<file path="src/rtl/mux_rr_n.sv">
// Purpose: N-channel registered mux with per-channel valid/ready; the source is picked by sel (MODE=0) or round-robin (MODE=1).
// Latency: 1 cycle from input handshake to out_valid; sustains 1 word/cycle, and a draining word is replaced on the same edge.
// Backpressure: while out_valid & !out_ready the output holds and every in_ready is 0; out_ready reaches in_ready combinationally.
//
// Ports:
//   clk, rst_n            rising-edge clock, asynchronous active-low reset
//   in_data/in_valid      channel i word at in_data[i*WIDTH +: WIDTH], qualified by in_valid[i]
//   in_ready              one-hot (or zero) accept strobe back to the granted channel
//   sel                   channel index in MODE=0, ignored in MODE=1
//   out_data/out_chan     registered word and its source channel index
//   out_valid/out_ready   output handshake
module mux_rr_n #(
  parameter int WIDTH = 8,
  parameter int N     = 4,
  parameter int MODE  = 0,
  localparam int CW   = $clog2(N)
) (
  input  logic                 clk,
  input  logic                 rst_n,
  input  logic [N*WIDTH-1:0]   in_data,
  input  logic [N-1:0]         in_valid,
  output logic [N-1:0]         in_ready,
  input  logic [CW-1:0]        sel,
  output logic [WIDTH-1:0]     out_data,
  output logic [CW-1:0]        out_chan,
  output logic                 out_valid,
  input  logic                 out_ready
);

  logic [WIDTH-1:0] out_data_q, out_data_d;
  logic [CW-1:0]    out_chan_q, out_chan_d;
  logic             out_valid_q, out_valid_d;
  logic [CW-1:0]    ptr_q, ptr_d;

  logic [N-1:0]     grant;
  logic [CW-1:0]    gnt_idx;
  logic             gnt_any;
  logic             load;
  logic             xfer;

  // Output register can take a word when it is empty or draining this cycle.
  // Gating with rst_n keeps in_ready quiet while reset is held.
  assign load     = (!out_valid_q || out_ready) && rst_n;
  assign in_ready = grant & {N{load}};
  assign xfer     = gnt_any && load;

  // Grant selection. In round-robin mode the scan starts at ptr and wraps at
  // N (not 2^CW), so a non-power-of-two N never yields an index >= N.
  always_comb begin
    int            idx;
    logic [CW-1:0] idx_c;
    grant   = '0;
    gnt_idx = '0;
    gnt_any = 1'b0;
    idx     = 0;
    idx_c   = '0;
    if (MODE == 0) begin
      if (int'(sel) < N) begin
        if (in_valid[sel]) begin
          grant[sel] = 1'b1;
          gnt_idx    = sel;
          gnt_any    = 1'b1;
        end
      end
    end else begin
      for (int k = 0; k < N; k++) begin
        idx = int'(ptr_q) + k;
        if (idx >= N) idx = idx - N;
        idx_c = CW'(idx);
        if (!gnt_any && in_valid[idx_c]) begin
          grant[idx_c] = 1'b1;
          gnt_idx      = idx_c;
          gnt_any      = 1'b1;
        end
      end
    end
  end

  always_comb begin
    out_data_d  = out_data_q;
    out_chan_d  = out_chan_q;
    out_valid_d = out_valid_q;
    ptr_d       = ptr_q;
    if (xfer) begin
      out_data_d  = in_data[gnt_idx*WIDTH +: WIDTH];
      out_chan_d  = gnt_idx;
      out_valid_d = 1'b1;
      if (MODE != 0) begin
        ptr_d = (gnt_idx == CW'(N - 1)) ? '0 : gnt_idx + CW'(1);
      end
    end else if (out_ready) begin
      // Drained with nothing to replace it: data/chan keep their last value.
      out_valid_d = 1'b0;
    end
  end

  always_ff @(posedge clk or negedge rst_n) begin
    if (!rst_n) begin
      out_data_q  <= '0;
      out_chan_q  <= '0;
      out_valid_q <= 1'b0;
      ptr_q       <= '0;
    end else begin
      out_data_q  <= out_data_d;
      out_chan_q  <= out_chan_d;
      out_valid_q <= out_valid_d;
      ptr_q       <= ptr_d;
    end
  end

  assign out_data  = out_data_q;
  assign out_chan  = out_chan_q;
  assign out_valid = out_valid_q;

endmodule

</file>
<file path="config.mk">
export PLATFORM = sky130hd
export DESIGN_NAME = mux_rr_n
export DESIGN_NICKNAME = d
export VERILOG_FILES = /design/src/rtl/mux_rr_n.sv
export SDC_FILE = /design/constraint.sdc
export NUM_CORES = 1
export LEC_CHECK = 0
export BUFFER_PORTS_ARGS = -buffer_cell sky130_fd_sc_hd__buf_2
export CAP_MARGIN = 10
export CORE_AREA = 3 3 48 50
export CTS_CLUSTER_DIAMETER = 80
export DETAILED_ROUTE_END_ITERATION = 7
export DIE_AREA = 0 0 51 53
export GPL_ROUTABILITY_DRIVEN = 0
export PLACE_DENSITY = 0.85
export SLEW_MARGIN = 15
export SYNTH_ARGS = -nofsm -noshare
export SYNTH_HDL_FRONTEND = slang
export SYNTH_SLANG_ARGS = --single-unit
</file>
<file path="constraint.sdc">
create_clock -name clk -period 1.7 [get_ports clk]
set_input_delay 0.085 -clock clk [delete_from_list [all_inputs] [get_ports clk]]
set_output_delay 0.085 -clock clk [all_outputs]
set_load 0.02 [all_outputs]
</file>
After elaboration in Yosys (flattened, before gate mapping)
Index checks and enable logic that the tools add are counted.
{ "word_totals": {"ff_bits": 11, "out_inout_bits": 15, "elab_cells": 22} }
{ "op_classes": {"n_lt_le_gt_ge": 2, "shift": 1, "muxes": 9, "bitwise_logic": 1, "n_reduce_logical": 6} }
{ "ops": {"columns": ["operator", "count"], "rows": [
  ["$shiftx 32x6->8", 1],
  ["$mux 1", 5],
  ["$and 4x4->4", 1],
  ["$mux 4", 1],
  ["$logic_and 1x1->1", 3],
  ["$lt 2x3->1 const B", 1],
  ["$bmux 1 s2", 1],
  ["$demux 1 s2", 1],
  ["$ge 2x1->1 const B", 1],
  ["$mux 2", 1],
  ["$reduce_bool 2->1", 1],
  ["$logic_not 1->1", 1],
  ["$logic_or 1x1->1", 1]
]} }

Logic depth before layout (Yosys ltp)
Gate-level depths: netlist of the first run.
{ "depth": {"word_depth": 6, "ltp_mapped": 6, "depth_no_buf": 4} }

Worst setup path before layout of the first run
Ideal clock, no wire load.
{ "synth_timing": {"path_type": "flip-flop to output port", "start": "register out_valid_q, in the netlist out_valid", "end": "output port in_ready[0]", "arrival_time_ps": 1330, "required_time_ps": 1615, "slack_ps": 285, "stages_incl_launch_ff": 4, "path_buffers": 0, "cell_sequence": "dfrtp_1 nand2b_1 nand3_1 nor3_1"} }
{ "synth_via": {"elab_chain_cells": 4} }
{ "synth_rtl": {"columns": ["item", "line", "text"], "rows": [
  ["start, declared", "32", "logic out_valid_q, out_valid_d;"],
  ["start signal, assigned", "106", "out_valid_q <= out_valid_d;"],
  ["$logic_not 1->1", "43", "assign load = (!out_valid_q || out_ready) && rst_n;"],
  ["$logic_or 1x1->1", "43", null],
  ["$logic_and 1x1->1", "43", null],
  ["$and 4x4->4", "44", "assign in_ready = grant & {N{load}};"],
  ["end, declared", "22", "output logic [N-1:0] in_ready,"]
]} }
Every way passes these cells.

Worst setup path in the final report of the first run
{ "layout_timing": {"start": "register out_valid_q, in the netlist out_valid", "end": "output port in_ready[2]"} }
Same word-level chain as after synthesis.

==> results of run 1 <==
metal layers:
metal,routed length [um],vias up,share of wire
met5,0,-,0
met4,42,0,0.018
met3,226,5,0.096
met2,1100,55,0.47
met1,982,417,0.42
li1,-,471,-
state kept, by name, summed over array words and instances, names as in the netlist:
signal	cells
out_chan	2
out_valid	1
out_data	8
final timing paths:
kind                       slack, ns                    start                      end  depth (start not counted)
max                             0.16    out_valid$_DFFE_PN0P_              in_ready[2]                          4
min                             0.14               in_data[9]  out_data[1]$_DFFE_PN0P_                          3
max reg2reg                     0.45    out_valid$_DFFE_PN0P_  out_data[6]$_DFFE_PN0P_                          4
min in group asynchronous       0.18                    rst_n  out_data[6]$_DFFE_PN0P_                          2
max in group asynchronous       1.17                    rst_n  out_data[7]$_DFFE_PN0P_                          3
min reg2reg                     0.48  out_chan[0]$_DFFE_PN0P_  out_chan[0]$_DFFE_PN0P_                          2
worst register-to-register path, stage by stage, from the launching register on:
cell,delay (ns)
dfrtp_1,0.38
nand2b_1,0.18
and3_4,0.30
o21ai_0,0.10
o31ai_1,0.20
power breakdown:
| part | total (mW) | switching (mW) | internal [mW] | leakage (nW) |
|---|---|---|---|---|
| clock network | 0.176 | 0.0853 | 0.0908 | 0.0150 |
| logic | 0.379 | 0.222 | 0.157 | 0.446 |
| registers | 0.351 | 0.0303 | 0.321 | 0.132 |
timing repair:
item	CTS	global route
hold endpoints to repair	11	0
gates resized for setup	0	1
endpoints found under the setup margin	0	2
hold buffers	1	0
cells in the mapped netlist:
| cell type | n |
|---|---|
| nand2b_1 | 2 |
| nor2_1 | 7 |
| a211oi_1 | 3 |
| buf_2 | 3 |
| a31oi_1 | 3 |
| buf_6 | 1 |
| mux2_2 | 2 |
| nor2b_1 | 2 |
| and3_1 | 2 |
| o21ai_1 | 1 |
| clkbuf_1 | 1 |
| a22o_1 | 3 |
| dfrtp_1 | 11 |
| nor3_1 | 5 |
| o211ai_1 | 3 |
| a21o_1 | 3 |
| nand3_1 | 6 |
| nand2_1 | 16 |
| nand4_1 | 1 |
| o31ai_2 | 1 |
| o221ai_1 | 2 |
| o31ai_1 | 2 |
| inv_1 | 1 |
| o21ai_0 | 5 |
| mux2i_1 | 6 |
| and3_4 | 1 |
| mux4_2 | 1 |
per-stage QoR:
stage / utilization / cells / power [mW] / setup slack (ns)
2_1_floorplan: - / 94 / 0.582 / 0.285
3_3_place_gp: 0.570 / 175 / 0.721 / 0.211
3_5_place_dp: 0.570 / 175 / 0.734 / 0.102
4_1_cts: 0.589 / 180 / 0.911 / 0.0841
5_1_grt: 0.591 / 180 / 0.969 / 0.0416
6_report: 0.591 / 180 / 0.906 / 0.164
kinds of logic (layout without fill, tap and decap cells):
kind of cell,count (synthesis),in the layout,share of synthesized area
AO/OA/AOI/OAI,26,26,0.235
multiplexers,9,9,0.132
buffers and inverters,6,65,0.0423
flip-flops,11,11,0.345
AND/OR/NAND/NOR,42,42,0.246
layout make-up:
class | count | area share
multi-input cells | 77 | 0.430
repair buffers | 60 | 0.275
flip-flops and latches | 11 | 0.240
well taps | 27 | 0.0294
clock buffers | 4 | 0.0229
inverters | 1 | 0.00327
==> results.toml, run 1 <==
[final_layout]
final_common_cell = "buf_2"
regArea_um2 = 275
drive_above_1_share = 0.444
final_area_mm2 = 0.00115
nets = 195
n_antenna_cell = 0
area_growth_pct = 43.9
fillCellCount = 188
multi_input_area_um2 = 494
final_cell_mix = "55 x buf_2, 16 x nand2_1, 11 x dfrtp_1, 7 x nor2_1, 6 x mux2i_1"

[place]
dpl.hpwl_mm = 2.00
portBuffers = 55
dpl_cell_area_mm2 = 0.00111

[global_route]
grt_usage = 0.188
grt_pass1_wl_mm = 3.80
use_met2 = 0.315
grt_max_degree = 13
grt_pass1_vias = 862
grtUsageMet1 = 0.237
met3_usage = 0.0282
grt-ovfl-total = 0
grt-busiest-layer = "met2"
antenna_found_initial = 0

[sta]
rsz0062_at_grt = "no"
whs_ns = 0.141
finalCritPeriodShare = 0.904
tns_ns = 0
setup_viol = 0
finalHoldViolCount = 0
tightest_slew_ns = 0.830
skew_ns = 0.00988
max_slew_margin = 0.445
period_needed_ns = 1.54
max_freq_mhz = 651
drv_slew = 0

[critical_path]
crit_chain = "nand2b_1 > and3_4 > and3_1 > buf_2"
timing.setup.critical_path_class = "register to primary output"
critPathMaxStageDelay_ns = 0.38
crit_fanout = 12
critPathBufInv = 1
critPathSlowestCell = "dfrtp_1"
critPathCaptureType = "primary output"
path_delay_family = "simple AND/OR/NAND/NOR gates"
start_kind = "register"
arrival_ns = 1.45
worst_ep_required_time_ns = 1.62

[detailed_routing]
viasPerCell = 5.27
post_drt_wl_per_cell_um = 13.1
ant_nets = 0
drt_first_pass_iters = 5
routed_wl_mm = 2.35
drc_errors = 0
drt-initial-drc-count = 26
vias = 948

[yosys]
yosysUniqueCellTypes = 27
synth_area_um2 = 798
yosys_warnings = 0
ys_ff_latch = 11
synth_area_per_cell_um2 = 8.49
synth.top_cell.area_share = 0.345
synthDominantAreaCellType = "dfrtp_1"
seq_area_frac_synth = 0.345
synth_nets = 135
synth_area_leaders = "dfrtp_1 34%, mux2i_1 7.5%, nand2_1 7.5%"
synthCells = 94

[floorplan]
rows = 16
start_util = 0.411
die_area_mm2 = 0.00270
die_h_um = 53
ioPinCount = 56
die_width_um = 51
core-area_mm2 = 0.00194

[status]
outcome = "finished, final reports clean"

[cts]
clkSinkCount = 11
cts_max_path_buffers = 2
clk_pin_slew_ns = 0.07
htreeDepth = 1
post-cts-setup-buffers = 0
cts_buffers = 3
cts_tree = "built"
clk_latency_ns = 0.27
clockRootBuffer = "clkbuf_4"

[pwr]
peakVddDrop_v = 0.000350
power_density_mw_per_mm2 = 789
p_leak_nw = 0.593

[min_path]
min_path_type = "input port to register"

[flow_run]
maxCapViolations = 0
Power figures use the tool's default switching activity.
==> run 2, diff against run 1 <==
Settings changed: PLACE_DENSITY 0.85 to 0.87.
==> run 2 against run 1 <==
- routed wire length down 1.7%
- die area stayed put
- flip-flop and latch count is the same
- sequential share of layout area unchanged
- global-route usage down 1.1 points
- non-clock buffer count unchanged
- worst setup slack better by 0.038 ns
- via count is 1.1% higher
- combinational power hardly changed
==> results.toml, run 2 (synthesis gave the netlist of run 1 again) <==
[final_layout]
nets = 195
final_common_cell = "buf_2"
n_antenna_cell = 0
drive_above_1_share = 0.444
area_growth_pct = 43.9
final_util = 0.591
final_cell_mix = "55 x buf_2, 16 x nand2_1, 11 x dfrtp_1, 7 x nor2_1, 6 x mux2i_1"
largest_reg_flops = 8

[critical_path]
r2r_cells = 4
crit_fanout = 12
reg2reg_setup_slack_ns = 0.49
r2r_start = "out_valid$_DFFE_PN0P_"
start_kind = "register"
arrival_ns = 1.41
cp-startpoint = "out_valid$_DFFE_PN0P_"
worst_ep_required_time_ns = 1.62
timing.setup.critical_path_class = "register to primary output"
critPathCaptureType = "primary output"

[cts]
cts_tree = "built"
cts_buffers = 3
htreeDepth = 1
cts_max_path_buffers = 2
post-cts-setup-buffers = 0
clk_latency_ns = 0.26
clk_pin_slew_ns = 0.07
clkSinkCount = 11
clockRootBuffer = "clkbuf_4"

[sta]
setup_viol = 0
skew_ns = 0.00647
finalHoldViolCount = 0
finalCritPeriodShare = 0.881
max_slew_margin = 0.409
drv_slew = 0
rsz0062_at_grt = "no"
tightest_slew_ns = 0.885
tns_ns = 0
period_needed_ns = 1.50
max_freq_mhz = 667

[detailed_routing]
viasPerCell = 5.32
vias = 958
post_drt_wl_per_cell_um = 12.8
drt_first_pass_iters = 4
drc_errors = 0
ant_nets = 0
drt-initial-drc-count = 14
routed_wl_mm = 2.31

[floorplan]
rows = 16
start_util = 0.411
die_area_mm2 = 0.00270
die_width_um = 51
ioPinCount = 56
core-area_mm2 = 0.00194
die_h_um = 53

[global_route]
grt_usage = 0.177
grt_pass1_wl_mm = 3.70
antenna_found_initial = 0
grt_pass1_vias = 871
grt-ovfl-total = 0
grt_max_degree = 13

[min_path]
min_from = "in_data[0]"
min_path_type = "input port to register"
hold_depth = 3

[flow_run]
maxCapViolations = 0

[pwr]
peakVddDrop_v = 0.000346
power_density_mw_per_mm2 = 785
p_leak_nw = 0.593

[status]
outcome = "finished, final reports clean"

[place]
portBuffers = 55
dpl.hpwl_mm = 1.92
[run 2: cell counts in the layout (fill, tap and decap cells not counted)]
No cell type changed its count.
[run 2: cell type report]
class / count / area (um^2)
flip-flops and latches: 11 / 275
well taps: 27 / 33.8
repair buffers: 60 / 315
inverters: 1 / 3.75
fillers: 190 / 793
clock buffers: 4 / 26.3
multi-input cells: 77 / 494
[run 2: worst paths after layout]
check	endpoint
hold reg to reg	out_chan[1]$_DFFE_PN0P_
setup reg to reg	out_data[6]$_DFFE_PN0P_
max in group asynchronous	out_data[7]$_DFFE_PN0P_
min in group asynchronous	out_data[5]$_DFFE_PN0P_
hold / removal	out_data[0]$_DFFE_PN0P_
setup / recovery	in_ready[2]
[run 2: stage by stage]
stage	instance area, um^2	cells	power (mW)	worst slack, ns	hold slack [ns]
2_1_floorplan	798	94	0.582	0.285	-0.211
3_3_place_gp	1110	175	0.722	0.216	-0.0925
3_5_place_dp	1110	175	0.731	0.120	-0.0918
4_1_cts	1140	180	0.906	0.0907	0.142
5_1_grt	1150	180	0.959	0.0734	0.182
6_report	1150	180	0.901	0.202	0.139
[run 2: what timing repair did]
| action | in CTS | in global routing |
|---|---|---|
| setup endpoints to repair | 0 | 2 |
| hold endpoints to repair | 11 | 0 |
| resized for setup | 0 | 1 |
| hold buffers | 1 | 0 |
[run 2: where the power goes]
group          switching (mW)  internal (mW)  total (mW)
clock                  0.0830         0.0906       0.174
sequential             0.0292          0.321       0.350
combinational           0.221          0.157       0.378
[run 2: metal layers]
layer,vias up,global-route usage,part of all wire,wire length [um]
li1,468,-,-,-
met1,423,0.239,0.42,977
met2,63,0.300,0.46,1060
met3,4,0.0113,0.11,246
met4,0,0.0538,0.013,31
met5,-,0,0,0
[run 2: worst max-delay path, cell delays in order, from the launching register on]
cell and delay (ns):
dfrtp_1 0.37, nand2b_1 0.17, and3_4 0.29, and3_1 0.17
buf_2 0.16
